`config.mk`:
```
export PLATFORM = sky130hd
export DESIGN_NAME = micro_sequencer
export DESIGN_NICKNAME = d
export VERILOG_FILES = /design/src/rtl/micro_sequencer.sv
export SDC_FILE = /design/constraint.sdc
export NUM_CORES = 1
export LEC_CHECK = 0
export ABC_AREA = 0
export ABC_CLOCK_PERIOD_IN_PS = 2200
export BUFFER_PORTS_ARGS = -buffer_cell sky130_fd_sc_hd__buf_2
export CORE_ASPECT_RATIO = 1.75
export CORE_UTILIZATION = 30
export CTS_CLUSTER_SIZE = 8
export DETAILED_ROUTE_END_ITERATION = 8
export GPL_ROUTABILITY_DRIVEN = 0
export PLACE_DENSITY = 0.58
export RECOVER_POWER = 100
export SYNTH_ARGS = -nofsm -noshare
export SYNTH_HDL_FRONTEND = slang
export SYNTH_SLANG_ARGS = --single-unit
```
`constraint.sdc`:
```
create_clock -name clk -period 2.2 [get_ports clk]
set_input_delay 0.55 -clock clk [delete_from_list [all_inputs] [get_ports clk]]
set_output_delay 0.55 -clock clk [all_outputs]
set_load 0.005 [all_outputs]
```
`src/rtl/micro_sequencer.sv`:
```
// Microprogram sequencer: walks the microcode table, issues registered datapath
// strobes and picks each next micro-address (increment, dispatch, loop, end).
module micro_sequencer #(
  parameter int unsigned bit_depth      = 8,
  parameter int unsigned log_port_depth = 5,
  parameter int unsigned table_depth    = 20,
  parameter int unsigned iter_width     = 8
) (
  input  logic                      clk,
  input  logic                      rst,
  input  logic                      instr_valid,
  output logic                      instr_ready,
  input  logic [1:0]                instr_opcode,
  input  logic [iter_width-1:0]     instr_count,
  output logic [log_port_depth-1:0] ut_address,
  output logic                      ut_read_en,
  input  logic [bit_depth-1:0]      ut_data,
  output logic [3:0]                ctrl,
  output logic                      ctrl_valid,
  output logic                      busy,
  output logic                      done,
  output logic                      err
);

  localparam int unsigned addr_w = log_port_depth;
  localparam int unsigned ext_w  = log_port_depth + 1;

  typedef enum logic {IDLE, RUN} state_t;
  typedef enum logic [1:0] {SEQ_NEXT, SEQ_DISPATCH, SEQ_LOOP, SEQ_END} seq_op_t;

  state_t                state, state_nx;
  logic [addr_w-1:0]     upc, upc_nx;
  logic [addr_w-1:0]     loop_base, loop_base_nx;
  logic [iter_width-1:0] cnt, cnt_nx;
  logic [1:0]            opcode, opcode_nx;
  logic [3:0]            ctrl_nx;
  logic                  ctrl_valid_nx, done_nx, err_nx;
  seq_op_t               seq_op;
  logic [addr_w-1:0]     dispatch_addr;
  logic [ext_w-1:0]      target;
  logic                  unused_data;

  assign seq_op      = seq_op_t'(ut_data[7:6]);
  assign unused_data = ^ut_data;

  assign instr_ready = (state == IDLE);
  assign ut_read_en  = (state == RUN);
  assign busy        = (state == RUN);
  assign ut_address  = (state == RUN) ? upc : '0;

  // Opcode to microroutine entry point
  always_comb begin
    case (opcode)
      2'b00:   dispatch_addr = addr_w'(8);
      2'b01:   dispatch_addr = addr_w'(2);
      2'b10:   dispatch_addr = addr_w'(16);
      default: dispatch_addr = addr_w'(18);
    endcase
  end

  // Next-state, next-address and strobe decode; target carries one extra bit
  // so that a wrap past the top of the address space is caught as illegal.
  always_comb begin
    state_nx      = state;
    upc_nx        = upc;
    loop_base_nx  = loop_base;
    cnt_nx        = cnt;
    opcode_nx     = opcode;
    ctrl_nx       = ctrl;
    ctrl_valid_nx = 1'b0;
    done_nx       = 1'b0;
    err_nx        = err;
    target        = {1'b0, upc} + ext_w'(1);

    if (state == IDLE) begin
      if (instr_valid) begin
        state_nx  = RUN;
        upc_nx    = '0;
        opcode_nx = instr_opcode;
        cnt_nx    = (instr_count == '0) ? iter_width'(1) : instr_count;
        err_nx    = 1'b0;
      end
    end else begin
      ctrl_nx       = ut_data[3:0];
      ctrl_valid_nx = 1'b1;
      case (seq_op)
        SEQ_DISPATCH: begin
          target       = {1'b0, dispatch_addr};
          loop_base_nx = dispatch_addr;
        end
        SEQ_LOOP: begin
          if (cnt > iter_width'(1)) begin
            cnt_nx = cnt - iter_width'(1);
            target = {1'b0, loop_base};
          end
        end
        default: ;
      endcase

      if (seq_op == SEQ_END) begin
        state_nx = IDLE;
        upc_nx   = '0;
        done_nx  = 1'b1;
      end else if (target >= ext_w'(table_depth)) begin
        state_nx = IDLE;
        upc_nx   = '0;
        err_nx   = 1'b1;
      end else begin
        upc_nx = target[addr_w-1:0];
      end
    end
  end

  // State and registered outputs
  always_ff @(posedge clk) begin
    if (rst) begin
      state      <= IDLE;
      upc        <= '0;
      loop_base  <= '0;
      cnt        <= '0;
      opcode     <= '0;
      ctrl       <= '0;
      ctrl_valid <= 1'b0;
      done       <= 1'b0;
      err        <= 1'b0;
    end else begin
      state      <= state_nx;
      upc        <= upc_nx;
      loop_base  <= loop_base_nx;
      cnt        <= cnt_nx;
      opcode     <= opcode_nx;
      ctrl       <= ctrl_nx;
      ctrl_valid <= ctrl_valid_nx;
      done       <= done_nx;
      err        <= err_nx;
    end
  end

endmodule
```
* Yosys cells after proc, flatten, opt, wreduce, memory -nomap -nowiden
Cells that the tools add are included.
** Cells by class
- Shift-type cells :: 0
- Multiply operators :: 0
- Add/sub/neg operators :: 2
- Mux-type cells :: 24
- Reductions and logical operators :: 8
- Bitwise operators :: 1
- Div/mod/pow operators :: 0
- Equality and inequality tests :: 9
- $lt $le $gt $ge :: 2
** Operator list (count)
- $mux 8 :: 5
- $mux 5 :: 5
- $pmux 5 s3 :: 1
- $mux 6 :: 2
- $pmux 6 s2 :: 1
- $mux 1 :: 10
- $gt 8x1->1 const B :: 1
- $logic_not 8->1 :: 1
- $sub 8x1->8 const B :: 1
- $add 5x1->6 const B :: 1
- $eq 2x2->1 const B :: 3
- $ge 6x5->1 const B :: 1
- $ne 2x1->1 const B :: 3
- $reduce_and 3->1 :: 2
- $eq 2x1->1 const B :: 2
- $reduce_and 2->1 :: 2
- $logic_not 2->1 :: 1
- $ne 2x2->1 const B :: 1
- $reduce_bool 2->1 :: 1
- $reduce_or 2->1 :: 1
- $not 1->1 :: 1
** Storage, ports and cells
- RAM bits :: 0
- Output and inout port bits :: 15
- ROM bits :: 0
- Register bits :: 28
- Memories :: 0
- Logic and storage cells :: 55
- Latch bits :: 0
- Input bits :: 21

* Depth between registers and ports, before layout
- Depth after elaboration :: 8
- Mapped depth :: 9
- Mapped depth without buffers :: 8

* Least setup slack after synthesis
Ideal clock, no wire load.
- Path kind :: reg2reg
- Start :: reg cnt[0]
- End :: reg upc[4]
- Buffers on the path :: 0
- Stages on the path, launching flop included :: 9
- Path slack :: -0.144 ns
- Period minus slack after synthesis :: 2.344 ns
- Arrival time :: 2.224 ns
- Library setup time :: 0.120 ns
- Required time :: 2.080 ns
- Cells stage by stage :: dfxtp_1 inv_1 ha_1 or2_4 a311oi_1 a22oi_4 a32oi_4 a21oi_1 a211o_1
** Between the ends
- Cells in the longest elaborated chain, start to end :: 8
** Ends and longest elaborated chain
- start: declaration :: line 34 : logic [iter_width-1:0] cnt, cnt_nx;
- start signal: assignment :: line 130 : cnt <= cnt_nx;
- $gt 8x1->1 * :: line 92 : if (cnt > iter_width'(1)) begin
- $mux 6 * :: line 92
- $pmux 6 s2 * :: line 86 : case (seq_op)
- $mux 6 * :: line 75 : if (state == IDLE) begin
- $ge 6x5->1 :: line 104 : end else if (target >= ext_w'(table_depth)) begin
- $mux 5 * :: line 104
- $mux 5 * :: line 100 : if (seq_op == SEQ_END) begin
- $mux 5 * :: line 75
- end signal: assignment :: line 128 : upc <= upc_nx;
- end: declaration :: line 32 : logic [addr_w-1:0] upc, upc_nx;
Every way passes the cells marked *; elsewhere a longest branch is shown, timed or not. The select of a mux whose other input is x is not followed.
A chain may end at the register's enable or synchronous reset.

* Worst setup path after layout
Same ends and word-level chain as after synthesis.

==> run metrics <==
Slew HR=0.645; share of cells above drive strength 1=0.289; commonest non-fill, non-tap cell in the layout=buf_2; most frequent cells in the layout=buf_2 (26), dfxtp_1 (24), nor2_1 (23); max-slew violation count=0; worst IR drop on VDD=0.389 mV; internal power=about 1000 uW; Switching Share=0.333; sequential group share of total power=0.376; die height=96.5 um; final wirelength=a little over 4000 um; fin area=1980 um2; Synth warnings=0; clk_skew=0.00488 ns; DRC viols=0; Hold Fails Final Rpt=0; Core ar.=4930 um2; Critical Path Sink Type=flip-flop; Setup crit start kind=flip-flop; post-synth top area cell=dfxtp_1; clock share of power=0.265; pwr dens=771 nW/um2; htree depth=1; Switch Pwr=approximately 510 uW; top_reg_cell synth=dfxtp_1; DP HPWL=3330 um; io pins=36; post-route setup slack=approximately 0.13 ns; Worst Path Max Fanout=5; setup slack at placement=-0.0698 ns; vias in the first global route=1444; CP arrival=around 2.2 ns; fmax=roughly 480 MHz; outcome=finished, final reports clean; Port-buffer cells=33; pin count of the biggest net entering global routing=23; Via density=5.33; first-pass GRT wire length=~6400 um; GRT Total Usage=0.156; Tcrit/Tclk final=0.939; Logic pwr share=0.359; FP Rows=34; worst-margin pin slew=about 0.53 ns; Layout Nets=~270; CP Data Required Time=between 2 and 2.5 ns; synth top area cells=dfxtp_1 (34%), nor2_1 (5.6%), ha_1 (4.9%); Max Root-Sink Buffers=2; syn_nets=roughly 210; area share of the largest cell type after synthesis=0.340; clock sink total=26; #FFs+latches synth=26; TritonCTS clock tree=yes; synthesized cell area=1530 um2; RSZ-0062 raised after global routing=no; CTS hold repair buffers=0; initial antenna violation count=0; Reg clk slew, reported paths=0.10 ns; post-synthesis sequential area ratio=0.340; # diodes=0; Post-synth EDFFs=0; maxcap violations=0; die width=roughly 56 um; minimum clock period=2.07 ns; Async S/R FF share, synth=0; Clk Tree Root Cell=clkbuf_8; first drt pass iteration count=4; number of distinct library cells after synthesis=56; syn_area_per_cell=approximately 8.4 um2; DR iter-0 viols=28; Min Hold Slack=roughly 0.47 ns; final setup violation count=0; ANT nets after route=0; CTS Buf Count=3; Vias=around 1600; Post-Synthesis Cells=~180; Placed Area=1940 um2; area delta synth->final=29.3%; Starting Density=0.310; critical path class=reg2reg; Clk Latency, worst-skew pair=0.27 ns; Hold WC Path Type=reg2reg; Leak=0.000828 uW; Remaining Overflow, GRT=0; die footprint=approximately 5400 um2; Routed WL per cell=between 10 and 15 um
[routing by layer]
metal | GRT usage | vias to the layer above | share of wire
met3 | 0.0160 | 11 | 0.019
met2 | 0.323 | 26 | 0.57
li1 | - | 785 | -
met4 | 0.104 | 0 | 0.044
met5 | 0 | - | 0
met1 | 0.137 | 739 | 0.36
[state kept, by name, indices dropped and copies added, names as in the netlist]
signal	cells
upc	5
loop_base	3
ctrl	4
cnt	8
opcode	2
ctrl_valid	1
busy	1
done	1
err	1
[worst max-delay path: stages, from the launching register on]
cell and delay (ns):
dfxtp_2 0.35, inv_1 0.04, ha_1 0.20, or2_4 0.27, a311oi_2 0.27, buf_4 0.18
a22oi_4 0.06, a32oi_4 0.28, a21oi_1 0.07, a211o_1 0.26
[worst paths after layout]
| kind | depth (start not counted) | from | end | slack [ns] |
|---|---|---|---|---|
| setup / recovery | 9 | cnt[0] | upc[4] | 0.13 |
| hold / removal | 2 | loop_base[1] | loop_base[1] | 0.47 |
| setup reg to reg | 9 | cnt[0] | upc[4] | 0.13 |
| hold reg to reg | 2 | loop_base[1] | loop_base[1] | 0.47 |
[what timing repair did]
item	in CTS	in global routing
buffers inserted	0	0
gates resized for setup	0	4
setup endpoints to repair	0	3
[metrics by stage]
step	setup TNS [ns]	utilization	instances	total power [uW]
2_1_floorplan	0	-	182	920
3_3_place_gp	-0.0495	0.394	289	1150
3_5_place_dp	-0.109	0.394	289	1160
4_1_cts	0	0.408	293	1560
5_1_grt	0	0.401	293	1630
6_report	0	0.401	293	1530
[power by group through the flow]
stage	clock network (uW)	logic [uW]	registers [uW]
CTS	414	577	572
global placement	0	566	581
detailed placement	0	574	583
global route	435	608	582
floorplan	0	339	581
finish	405	548	574
[cell families (layout without fill, tap and decap cells)]
family / count (synthesis) / in the layout / synth area share
mux: 4 / 4 / 0.0261
fa+ha+maj: 6 / 6 / 0.0490
flops: 26 / 26 / 0.340
compound gates: 44 / 44 / 0.248
xor+xnor: 2 / 2 / 0.0114
simple gates: 85 / 85 / 0.285
buf+inv: 15 / 72 / 0.0408
[final cells by class]
cell class | instances | area (um2)
fillers | 529 | 2950
well taps | 54 | 67.6
multi-input cells | 141 | 950
flip-flops and latches | 26 | 523
repair buffers | 61 | 343
clock buffers | 3 | 41.3
inverters | 7 | 26.3
clock inverters | 1 | 30.0
[cell usage after synthesis, types with 2 or more instances]
| library cell | count |
|---|---|
| dfxtp_1 | 26 |
| nor2_1 | 23 |
| nand2_1 | 19 |
| nand3_1 | 10 |
| a21oi_1 | 9 |
| nor3_1 | 8 |
| and2_1 | 7 |
| ha_1 | 6 |
| inv_1 | 6 |
| o21ai_0 | 6 |
| clkbuf_1 | 4 |
| mux2i_1 | 4 |
| nor2b_1 | 3 |
| a2111oi_2 | 2 |
| a221oi_1 | 2 |
| a311oi_1 | 2 |
| a31oi_1 | 2 |
| nand3b_1 | 2 |
| o21ai_1 | 2 |
| or3_2 | 2 |
| xnor2_1 | 2 |
No activity file was read; power rests on OpenSTA's default activity.
